<file path="src/rtl/spi_pkg.sv">
// Shared definitions for the SPI register-file arbiter: FSM encoding,
// requester indices and the default access timeout.
package spi_pkg;

  typedef enum logic [2:0] {
    ST_IDLE   = 3'b001,
    ST_ACCESS = 3'b010,
    ST_RESP   = 3'b100
  } arb_state_t;

  localparam int   NUM_REQ             = 2;
  localparam logic REQ_M0              = 1'b0;  // APB bridge
  localparam logic REQ_M1              = 1'b1;  // SPI core
  localparam int   SPI_TIMEOUT_DEFAULT = 16;

endpackage

</file>
<file path="src/rtl/spi_rr_arb.sv">
// Two-requester round-robin pick: a lone request always wins, a tie goes
// to the requester that was not granted last.
module spi_rr_arb
  import spi_pkg::*;
(
  input  logic [NUM_REQ-1:0] req,
  input  logic               last_gnt,
  output logic               gnt,
  output logic               vld
);

  always_comb begin
    vld = |req;
    if (&req) gnt = ~last_gnt;
    else      gnt = req[REQ_M1];
  end

endmodule

</file>
<file path="src/rtl/spi_reg_arb.sv">
// Arbitrates APB-bridge and SPI-core accesses onto one register-file port,
// with an access timeout and abort on requester withdrawal.
module spi_reg_arb
  import spi_pkg::*;
#(
  parameter int ADDR_WIDTH     = 32,
  parameter int DATA_WIDTH     = 32,
  parameter int TIMEOUT_CYCLES = SPI_TIMEOUT_DEFAULT
) (
  input  logic                  apb_clk_in,
  input  logic                  apb_rstn_in,
  input  logic                  m0_sel_in,
  input  logic                  m0_write_in,
  input  logic [ADDR_WIDTH-1:0] m0_addr_in,
  input  logic [DATA_WIDTH-1:0] m0_wdata_in,
  output logic                  m0_ready_out,
  output logic                  m0_error_out,
  output logic [DATA_WIDTH-1:0] m0_rdata_out,
  input  logic                  m1_sel_in,
  input  logic                  m1_write_in,
  input  logic [ADDR_WIDTH-1:0] m1_addr_in,
  input  logic [DATA_WIDTH-1:0] m1_wdata_in,
  output logic                  m1_ready_out,
  output logic                  m1_error_out,
  output logic [DATA_WIDTH-1:0] m1_rdata_out,
  output logic                  slv_sel_out,
  output logic                  slv_write_out,
  output logic [ADDR_WIDTH-1:0] slv_addr_out,
  output logic [DATA_WIDTH-1:0] slv_wdata_out,
  input  logic                  slv_ready_in,
  input  logic                  slv_error_in,
  input  logic [DATA_WIDTH-1:0] slv_rdata_in
);

  localparam int CW = $clog2(TIMEOUT_CYCLES + 1);

  logic [NUM_REQ-1:0]                 req;
  logic [NUM_REQ-1:0]                 req_write;
  logic [NUM_REQ-1:0][ADDR_WIDTH-1:0] req_addr;
  logic [NUM_REQ-1:0][DATA_WIDTH-1:0] req_wdata;

  assign req       = {m1_sel_in,   m0_sel_in};
  assign req_write = {m1_write_in, m0_write_in};
  assign req_addr  = {m1_addr_in,  m0_addr_in};
  assign req_wdata = {m1_wdata_in, m0_wdata_in};

  arb_state_t            state_q, state_d;
  logic                  last_q, gnt_q;
  logic                  rr_gnt, rr_vld;
  logic [CW-1:0]         cnt_q;
  logic                  rsp_err_q;
  logic [DATA_WIDTH-1:0] rsp_rdata_q;
  logic                  grant_en, done, tmo, abort;

  spi_rr_arb u_rr (
    .req      (req),
    .last_gnt (last_q),
    .gnt      (rr_gnt),
    .vld      (rr_vld)
  );

  always_ff @(posedge apb_clk_in or negedge apb_rstn_in) begin
    if (!apb_rstn_in) state_q <= ST_IDLE;
    else              state_q <= state_d;
  end

  // Withdrawal beats a same-cycle ready; ready beats a same-cycle timeout.
  always_comb begin
    state_d  = state_q;
    grant_en = 1'b0;
    done     = 1'b0;
    tmo      = 1'b0;
    abort    = 1'b0;
    case (state_q)
      ST_IDLE: begin
        if (rr_vld) begin
          grant_en = 1'b1;
          state_d  = ST_ACCESS;
        end
      end
      ST_ACCESS: begin
        if (!req[gnt_q]) begin
          abort   = 1'b1;
          state_d = ST_IDLE;
        end else if (slv_ready_in) begin
          done    = 1'b1;
          state_d = ST_RESP;
        end else if (cnt_q == CW'(TIMEOUT_CYCLES - 1)) begin
          tmo     = 1'b1;
          state_d = ST_RESP;
        end
      end
      ST_RESP: state_d = ST_IDLE;
      default: state_d = ST_IDLE;
    endcase
  end

  always_ff @(posedge apb_clk_in or negedge apb_rstn_in) begin
    if (!apb_rstn_in) begin
      last_q        <= REQ_M1;
      gnt_q         <= REQ_M0;
      slv_sel_out   <= 1'b0;
      slv_write_out <= 1'b0;
      slv_addr_out  <= '0;
      slv_wdata_out <= '0;
      cnt_q         <= '0;
      rsp_err_q     <= 1'b0;
      rsp_rdata_q   <= '0;
    end else begin
      if (grant_en) begin
        gnt_q         <= rr_gnt;
        last_q        <= rr_gnt;
        slv_sel_out   <= 1'b1;
        slv_write_out <= req_write[rr_gnt];
        slv_addr_out  <= req_addr[rr_gnt];
        slv_wdata_out <= req_wdata[rr_gnt];
        cnt_q         <= '0;
      end
      if (state_q == ST_ACCESS && !slv_ready_in && !abort)
        cnt_q <= cnt_q + CW'(1);
      if (abort || done || tmo)
        slv_sel_out <= 1'b0;
      if (done) begin
        rsp_err_q   <= slv_error_in;
        rsp_rdata_q <= (slv_write_out || slv_error_in) ? '0 : slv_rdata_in;
      end else if (tmo) begin
        rsp_err_q   <= 1'b1;
        rsp_rdata_q <= '0;
      end
    end
  end

  logic in_resp;
  assign in_resp = (state_q == ST_RESP);

  assign m0_ready_out = in_resp && (gnt_q == REQ_M0);
  assign m1_ready_out = in_resp && (gnt_q == REQ_M1);
  assign m0_error_out = m0_ready_out && rsp_err_q;
  assign m1_error_out = m1_ready_out && rsp_err_q;
  assign m0_rdata_out = m0_ready_out ? rsp_rdata_q : '0;
  assign m1_rdata_out = m1_ready_out ? rsp_rdata_q : '0;

endmodule

</file>
<file path="config.mk">
export PLATFORM = sky130hd
export DESIGN_NAME = spi_reg_arb
export DESIGN_NICKNAME = d
export VERILOG_FILES = /design/src/rtl/spi_pkg.sv /design/src/rtl/spi_rr_arb.sv /design/src/rtl/spi_reg_arb.sv
export SDC_FILE = /design/constraint.sdc
export NUM_CORES = 1
export LEC_CHECK = 0
export ABC_AREA = 1
export CORE_ASPECT_RATIO = 1.1
export CORE_MARGIN = 3
export CORE_UTILIZATION = 36
export CTS_BUF_LIST = sky130_fd_sc_hd__clkbuf_16
export DETAILED_ROUTE_END_ITERATION = 8
export GPL_TIMING_DRIVEN = 0
export PLACE_DENSITY = 0.77
export REMOVE_ABC_BUFFERS = 1
export SLEW_MARGIN = 40
export SYNTH_ARGS = -nofsm -noshare
export SYNTH_HDL_FRONTEND = slang
export SYNTH_SLANG_ARGS = --single-unit
</file>
<file path="constraint.sdc">
create_clock -name apb_clk_in -period 1.4 [get_ports apb_clk_in]
set_input_delay 0.28 -clock apb_clk_in [delete_from_list [all_inputs] [get_ports apb_clk_in]]
set_output_delay 0.28 -clock apb_clk_in [all_outputs]
set_load 0.005 [all_outputs]
</file>
==> reports/results.tsv <==
stage	metric	value	unit
placed_design	hpwl	13440	µm
sta	hold_viol_final	0	
synth	yosysUniqueCellTypes	25	
synth	synth_top_area_cell	dfrtp_1	
critical_path	crit_required	1120	ps
final_layout	final_area	11220	µm²
synth	ys.flop_type	dfrtp_1	
synth	synth_edf_count	0	
critical_path	worst_setup_path_end_kind	primary output	
sta	period_minus_slack	2064	ps
final_layout	drive_above_1_share	30.33	%
floorplanning	die_h	139	µm
synth	synth_cells	879	
critical_path	cp-start-kind	register	
clock_tree	cts_inserted_buffers	9	
pwr	power.density	1650	nW/µm²
sta	timing.final.ws_setup	-664.3	ps
floorplanning	start_util	36.79	%
synth	synth_top_area_share	46.25	%
critical_path	cp_max_fo	4	
flow_run	drv_cap	0	
clock_tree	cts-root-to-sink-buffers	2	
synth	synth-seq-cells	109	
final_layout	nets	1441	
clock_tree	cts-root-buf	clkbuf_16	
sta	max_freq	484.4	MHz
synth	avgSynthCellArea	6.586	µm²
critical_path	worstSetupPathType	reg2out	
synth	synth.area.top_cells	dfrtp_1 46%, nand2_1 33%, nor2_1 6.7%	
global_route	grt_overflow	0	
critical_path	reg2reg_from	state_q[0]$_DFFE_PN1P_	
critical_path	ff2ff_setup_slack	-350	ps
sta	tightest_slew	464.6	ps
clock_tree	cts_tree	yes	
detailed_routing	wl_per_cell	17.09	µm
global_route	grt_pass1_wl	37340	µm
synth	seq_area_frac_synth	47.16	%
global_route	grt_usage	26.64	%
clock_tree	htreeDepth	3	
final_layout	n_antenna_cell	0	
floorplanning	core	15740	µm²
floorplanning	rows	48	
clock_tree	clock_latency	350	ps
synth	synth.cell_area	5789	µm²
global_route	grt_max_degree	59	
min_path	holdCritPathClass	in2async	
floorplanning	fp.dieW	126.9	µm
detailed_routing	dr.pass1.iters	5	
critical_path	rr_worst_depth	10	
critical_path	r2r-end	slv_wdata_out[23]$_DFFE_PN0P_	
final_layout	syn2layout_area_growth	93.82	%
placed_design	place_area	8987	µm²
status	violations	setup timing	
global_route	grt_pass1_vias	6997	
clock_tree	clock_sinks	109	
detailed_routing	wirelength	25230	µm
global_route	antenna_found_initial	0	
detailed_routing	ant_nets	0	
detailed_routing	drt_iter0_drc	368	
sta	tns	-60210	ps
floorplanning	dieArea	17640	µm²
pwr	leakagePower	5.834	nW
critical_path	crit_arrival	1780	ps
status	status	finished, violations left	
placed_design	portBuffers	301	
placed_design	pre_cts_ws	-818.7	ps
detailed_routing	num_vias	6979	
detailed_routing	vias_per_cell	4.728	
synth	ys_warn_count	0	
pwr	ir_worst_vdd	741.6	µV
sta	setup_viol	176	
floorplanning	ioPinCount	302	
sta	slew_violations	0	
clock_tree	clk_pin_slew_worst_paths	70	ps
detailed_routing	drc	0	
placed_design	dpl.cell_count	1346	
sta	fin_crit_sh	147.5	%
placed_design	gp_congestion	0.7991	
sta	relSlewSlack	69.03	%
pwr	p_total	18.51	mW
sta	grt_setup_unrepaired	true	
final_layout	fin_cells	1476	
sta	fin_skew	10.09	ps
synth	synthArstFlopShare	100.0	%
==> worst max-delay path by stage <==
stage / startpoint / end / cells past startpoint
2_1_floorplan: last_q$_DFFE_PN1P_ / gnt_q$_DFFE_PN0P_ / 5
3_3_place_gp: apb_rstn_in / rsp_rdata_q[30]$_DFFE_PN0P_ / 1
3_5_place_dp: gnt_q$_DFFE_PN0P_ / m0_rdata_out[17] / 6
4_1_cts: state_q[1]$_DFFE_PN0P_ / m1_rdata_out[6] / 8
5_1_grt: state_q[1]$_DFFE_PN0P_ / m1_rdata_out[23] / 8
6_report: state_q[1]$_DFFE_PN0P_ / m1_rdata_out[23] / 8
==> placed cells by master (no fill, tap or decap), types with 5 or more instances in the layout <==
| cell type | synthesis | layout |
|---|---|---|
| clkdlybuf4s50_1 | 0 | 165 |
| dfrtp_1 | 107 | 107 |
| buf_8 | 0 | 11 |
| nand3_1 | 12 | 6 |
| clkbuf_16 | 0 | 9 |
| buf_12 | 0 | 16 |
| buf_16 | 0 | 9 |
| nand3_2 | 1 | 5 |
| nand2_2 | 1 | 86 |
| buf_6 | 3 | 48 |
| dlygate4sd2_1 | 0 | 67 |
| nand2_8 | 0 | 20 |
| buf_2 | 21 | 62 |
| nor2_4 | 1 | 37 |
| buf_4 | 7 | 25 |
| inv_2 | 4 | 8 |
| nor2_2 | 1 | 22 |
| inv_1 | 76 | 72 |
| nor2_1 | 103 | 47 |
| nand2_1 | 511 | 416 |
| nand2_4 | 1 | 10 |
==> per-stage QoR <==
| stage | hold slack, ps | util [%] |
|---|---|---|
| 2_1_floorplan | -15.59 | - |
| 3_3_place_gp | 454.9 | 56.00 |
| 3_5_place_dp | 225.6 | 57.12 |
| 4_1_cts | 445.3 | 68.04 |
| 5_1_grt | 455.6 | 71.31 |
| 6_report | 435.0 | 71.31 |
==> per-layer routing <==
layer	vias up	GRT usage (%)	part of all wire [%]
met3	50	6.857	7.3
li1	3381	-	-
met5	-	0	0
met1	3257	29.81	37
met2	291	48.75	53
met4	0	8.922	2.9
==> registers in the layout (all words and copies together) (netlist names) <==
signal,count
rsp_rdata_q,32
last_q,1
state_q,3
gnt_q,1
slv_wdata_out,32
cnt_q,5
rsp_err_q,1
slv_sel_out,1
slv_addr_out,32
slv_write_out,1
==> what timing repair did <==
item                       CTS  global route
resized for setup          528           137
hold buffers                 1             0
setup endpoints to repair  241           177
hold endpoints to repair    51             0
setup buffers               79            14
pin swaps                   31            21
cloned                      25             4
==> power breakdown <==
part | switching (mW) | internal (mW) | total (mW)
sequential | 0.881 | 4.54 | 5.42
clock | 1.15 | 1.55 | 2.70
combinational | 5.43 | 4.97 | 10.4
total | 7.46 | 11.1 | 18.5
==> final cells by class <==
type	instances	area, µm²
fillers	1194	4514
repair buffers	405	4025
multi-input cells	666	3590
flip-flops and latches	109	2730
inverters	80	316.6
well taps	200	250.2
clock buffers	9	225.2
clock inverters	7	83.83
==> critical path: stages (launching register included) <==
cell,delay (ps)
dfrtp_1,400
inv_2,80
nand4_1,210
buf_6,220
buf_6,120
buf_6,120
buf_6,110
nor2_4,80
buf_6,100
==> synth_stat cells, drive strengths merged (3+ instances only) <==
cell type	instances
buf	33
clkbuf	11
dfrtp	107
inv	80
nand2	513
nand3	13
nand4	3
nor2	105
o21ai	3
==> cell families (layout without fill, tap and decap cells) <==
| logic type | Yosys count | after routing | share of synthesized area [%] |
|---|---|---|---|
| AOI/OAI and AO/OA | 5 | 5 | 0.4970 |
| and+or+nand+nor | 638 | 658 | 42.42 |
| DFF | 109 | 109 | 47.16 |
| adders and majority gates | 2 | 2 | 0.4322 |
| xor gates and xnor gates | 1 | 1 | 0.1513 |
| buffers and inverters | 124 | 501 | 9.336 |
Power figures use the tool's default switching activity.
==> patch: new RTL, same settings <==
`DATA_WIDTH`: 32 -> 36.
--- a/src/rtl/spi_reg_arb.sv
+++ b/src/rtl/spi_reg_arb.sv
@@ -5,5 +5,5 @@
 #(
   parameter int ADDR_WIDTH     = 32,
-  parameter int DATA_WIDTH     = 32,
+  parameter int DATA_WIDTH     = 36,
   parameter int TIMEOUT_CYCLES = SPI_TIMEOUT_DEFAULT
 ) (
Ports: changed (6 resized); port bits go from 302 to 326. The function was not compared with the original's and may differ.
==> patch against the unedited design <==
The flow still finishes with violations (setup timing). Final cell count is 9.2% higher. Sequential cell count is 8 higher. Routed wire length is 22% higher. Power is 23% higher. Worst setup slack worse by 58 ps. Highest routed layer unchanged. Via count is 14% higher. Cell area is 16% higher. Clock skew is 1.2 ps lower. Critical path depth is 1 lower. Synthesized area is 7.8% higher.
==> patch: results (changes against the unedited design) <==
R2R Setup Slk=-270 ps (+80 ps); post-synthesis cell count=946 (+7.6%); skew final=8.92 ps (-1.17 ps); Placed Cells=1469 (+9.1%); leakage=7.14 nW (+22%); Hold WS=376 ps (-59.4 ps); synth cell count leaders=529 x nand2_1, 115 x dfrtp_1, 115 x nor2_1, 81 x inv_1, 21 x buf_2; Post-Layout Cell Count=1612 (+9.2%); Most used DFF post-synth=dfrtp_1; Setup violations, final=193 (+9.7%); DRT Pass-1 Iters=5 (unchanged); initial antenna violation count=0 (unchanged); I/O Buffers=325 (+8.0%); HP Class=in -> async; Reg clk slew, reported paths=60 ps; largest net degree at the start of global routing=71 (+20%); post-synthesis sequential area ratio=47.0% (-0.20 points); run status=finished with violations; Area contributors post-synth=dfrtp_1 46%, nand2_1 32%, nor2_1 6.9%; slowest stage delay, CP=420 ps (+20 ps); Largest regs=rsp_rdata_q (36), slv_wdata_out (36), slv_addr_out (32); Crit Path Max Fanout=8 (+4); filler cell count=1062 (-11%); Vias=7969 (+14%); Clock Path Buffers=2 (unchanged); failing checks=setup timing; worst setup margin=-722 ps (-57.6 ps); Final GP Congestion=0.819 (+2.4%); CTS root buf=clkbuf_16; first-pass GRT wire length=38200 um (+2.3%); # diodes=0 (unchanged); Slew HR=50.8% (-18 points); Final HPWL DP=15500 um (+15%); Iteration-0 DRC Markers=447 (+21%); VDD IR max=0.909 mV (+23%); CTS buffer count=17 (+8); Slowest-stage cell, CP=dfrtp_1; layout cells sized above 1=36.8% (+6.5 points); insertion delay of the later-clocked pin in the worst-skew pair=420 ps (+70 ps); H-tree lvl count=4 (+1); WL/cell=19.2 um (+12%); arrival time worst endpoint=1840 ps (+60 ps); post-synthesis async set-or-reset flop share=100% (unchanged); cell family with most CP delay=buffers and inverters; Total GRT Usage=25.6% (-1.0 points); vias in the first global route=7340 (+4.9%); Syn. warnings=0 (unchanged); Netlist cell types=23 (-8.0%)
==> patch: power breakdown <==
group	switching (mW)	internal, mW	total, mW
Clock	1.67	2.95	4.62
Sequential	1.15	4.88	6.03
Combinational	6.13	5.93	12.1
Total	8.95	13.8	22.7
==> patch: worst register-to-register path, stage by stage, from the launching register on <==
cell      delay, ps
dfrtp_1         430
ha_2            210
nand2_2          70
nor2_2           40
ha_2            180
nor2_4          140
clkinv_4        120
buf_12          170
nand2_8         120
nand2_4          60
nand2_2          60
==> patch: cells by family (layout without fill, tap and decap cells) <==
| family | Yosys count | count (layout) | synth area share, % |
|---|---|---|---|
| xor gates and xnor gates | 1 | 1 | 0.140 |
| adders and majority gates | 2 | 2 | 0.401 |
| and+or+nand+nor | 686 | 695 | 42.9 |
| AOI/OAI and AO/OA | 5 | 5 | 0.461 |
| DFF | 117 | 117 | 47.0 |
| buffers and inverters | 135 | 563 | 9.14 |
==> patch: path summary, 6_finish.rpt <==
path                                         from                end  depth (start not counted)
max in group asynchronous             apb_rstn_in             last_q                          3
worst max-delay path                        gnt_q   m0_rdata_out[20]                          7
worst min register to register  slv_wdata_out[21]  slv_wdata_out[21]                          2
worst max register to register           cnt_q[1]     rsp_rdata_q[6]                         10
worst min-delay path                  apb_rstn_in     rsp_rdata_q[0]                          2
min in group apb_clk_in                 m0_sel_in         state_q[0]                          4
==> patch: area by class of cell <==
type	instances	area [sq um]	share of cell area, %
flip-flops and latches	117	2930	22.6
clock buffers	17	425	3.28
repair inverters	3	33.8	0.260
inverters	87	362	2.79
well taps	229	287	2.21
repair buffers	441	4700	36.2
multi-input cells	703	4050	31.2
clock inverters	15	188	1.45
==> patch: metrics by stage <==
stage | total power, mW | setup slack [ps] | area, sq um | utilization [%] | setup TNS (ps)
3_5_place_dp | 12.8 | -1050 | 9760 | 58.5 | -144920
2_1_floorplan | 8.65 | -1470 | 6000 | - | -158930
4_1_cts | 19.6 | -691 | 11400 | 68.2 | -92380
5_1_grt | 23.8 | -800 | 13000 | 77.8 | -77800
3_3_place_gp | 11.3 | -4720 | 9540 | 57.2 | -924250
6_report | 22.7 | -722 | 13000 | 77.8 | -63730
==> patch: repair_timing <==
item | CTS | global route
cloned | 17 | 15
pin swaps | 39 | 183
hold endpoints to repair | 53 | 0
buffers inserted | 61 | 31
endpoints found under the setup margin | 261 | 238
hold buffers | 1 | 0
gates resized for setup | 451 | 380
==> patch: layer usage <==
layer | wire length (um) | share of wire (%) | track usage, % | up-vias
met1 | 10900 | 35 | 27.9 | 3806
li1 | - | - | - | 3643
met4 | 1410 | 4.6 | 11.4 | 0
met5 | 0 | 0 | 0 | -
met2 | 16400 | 53 | 47.4 | 433
met3 | 2180 | 7.1 | 6.51 | 87
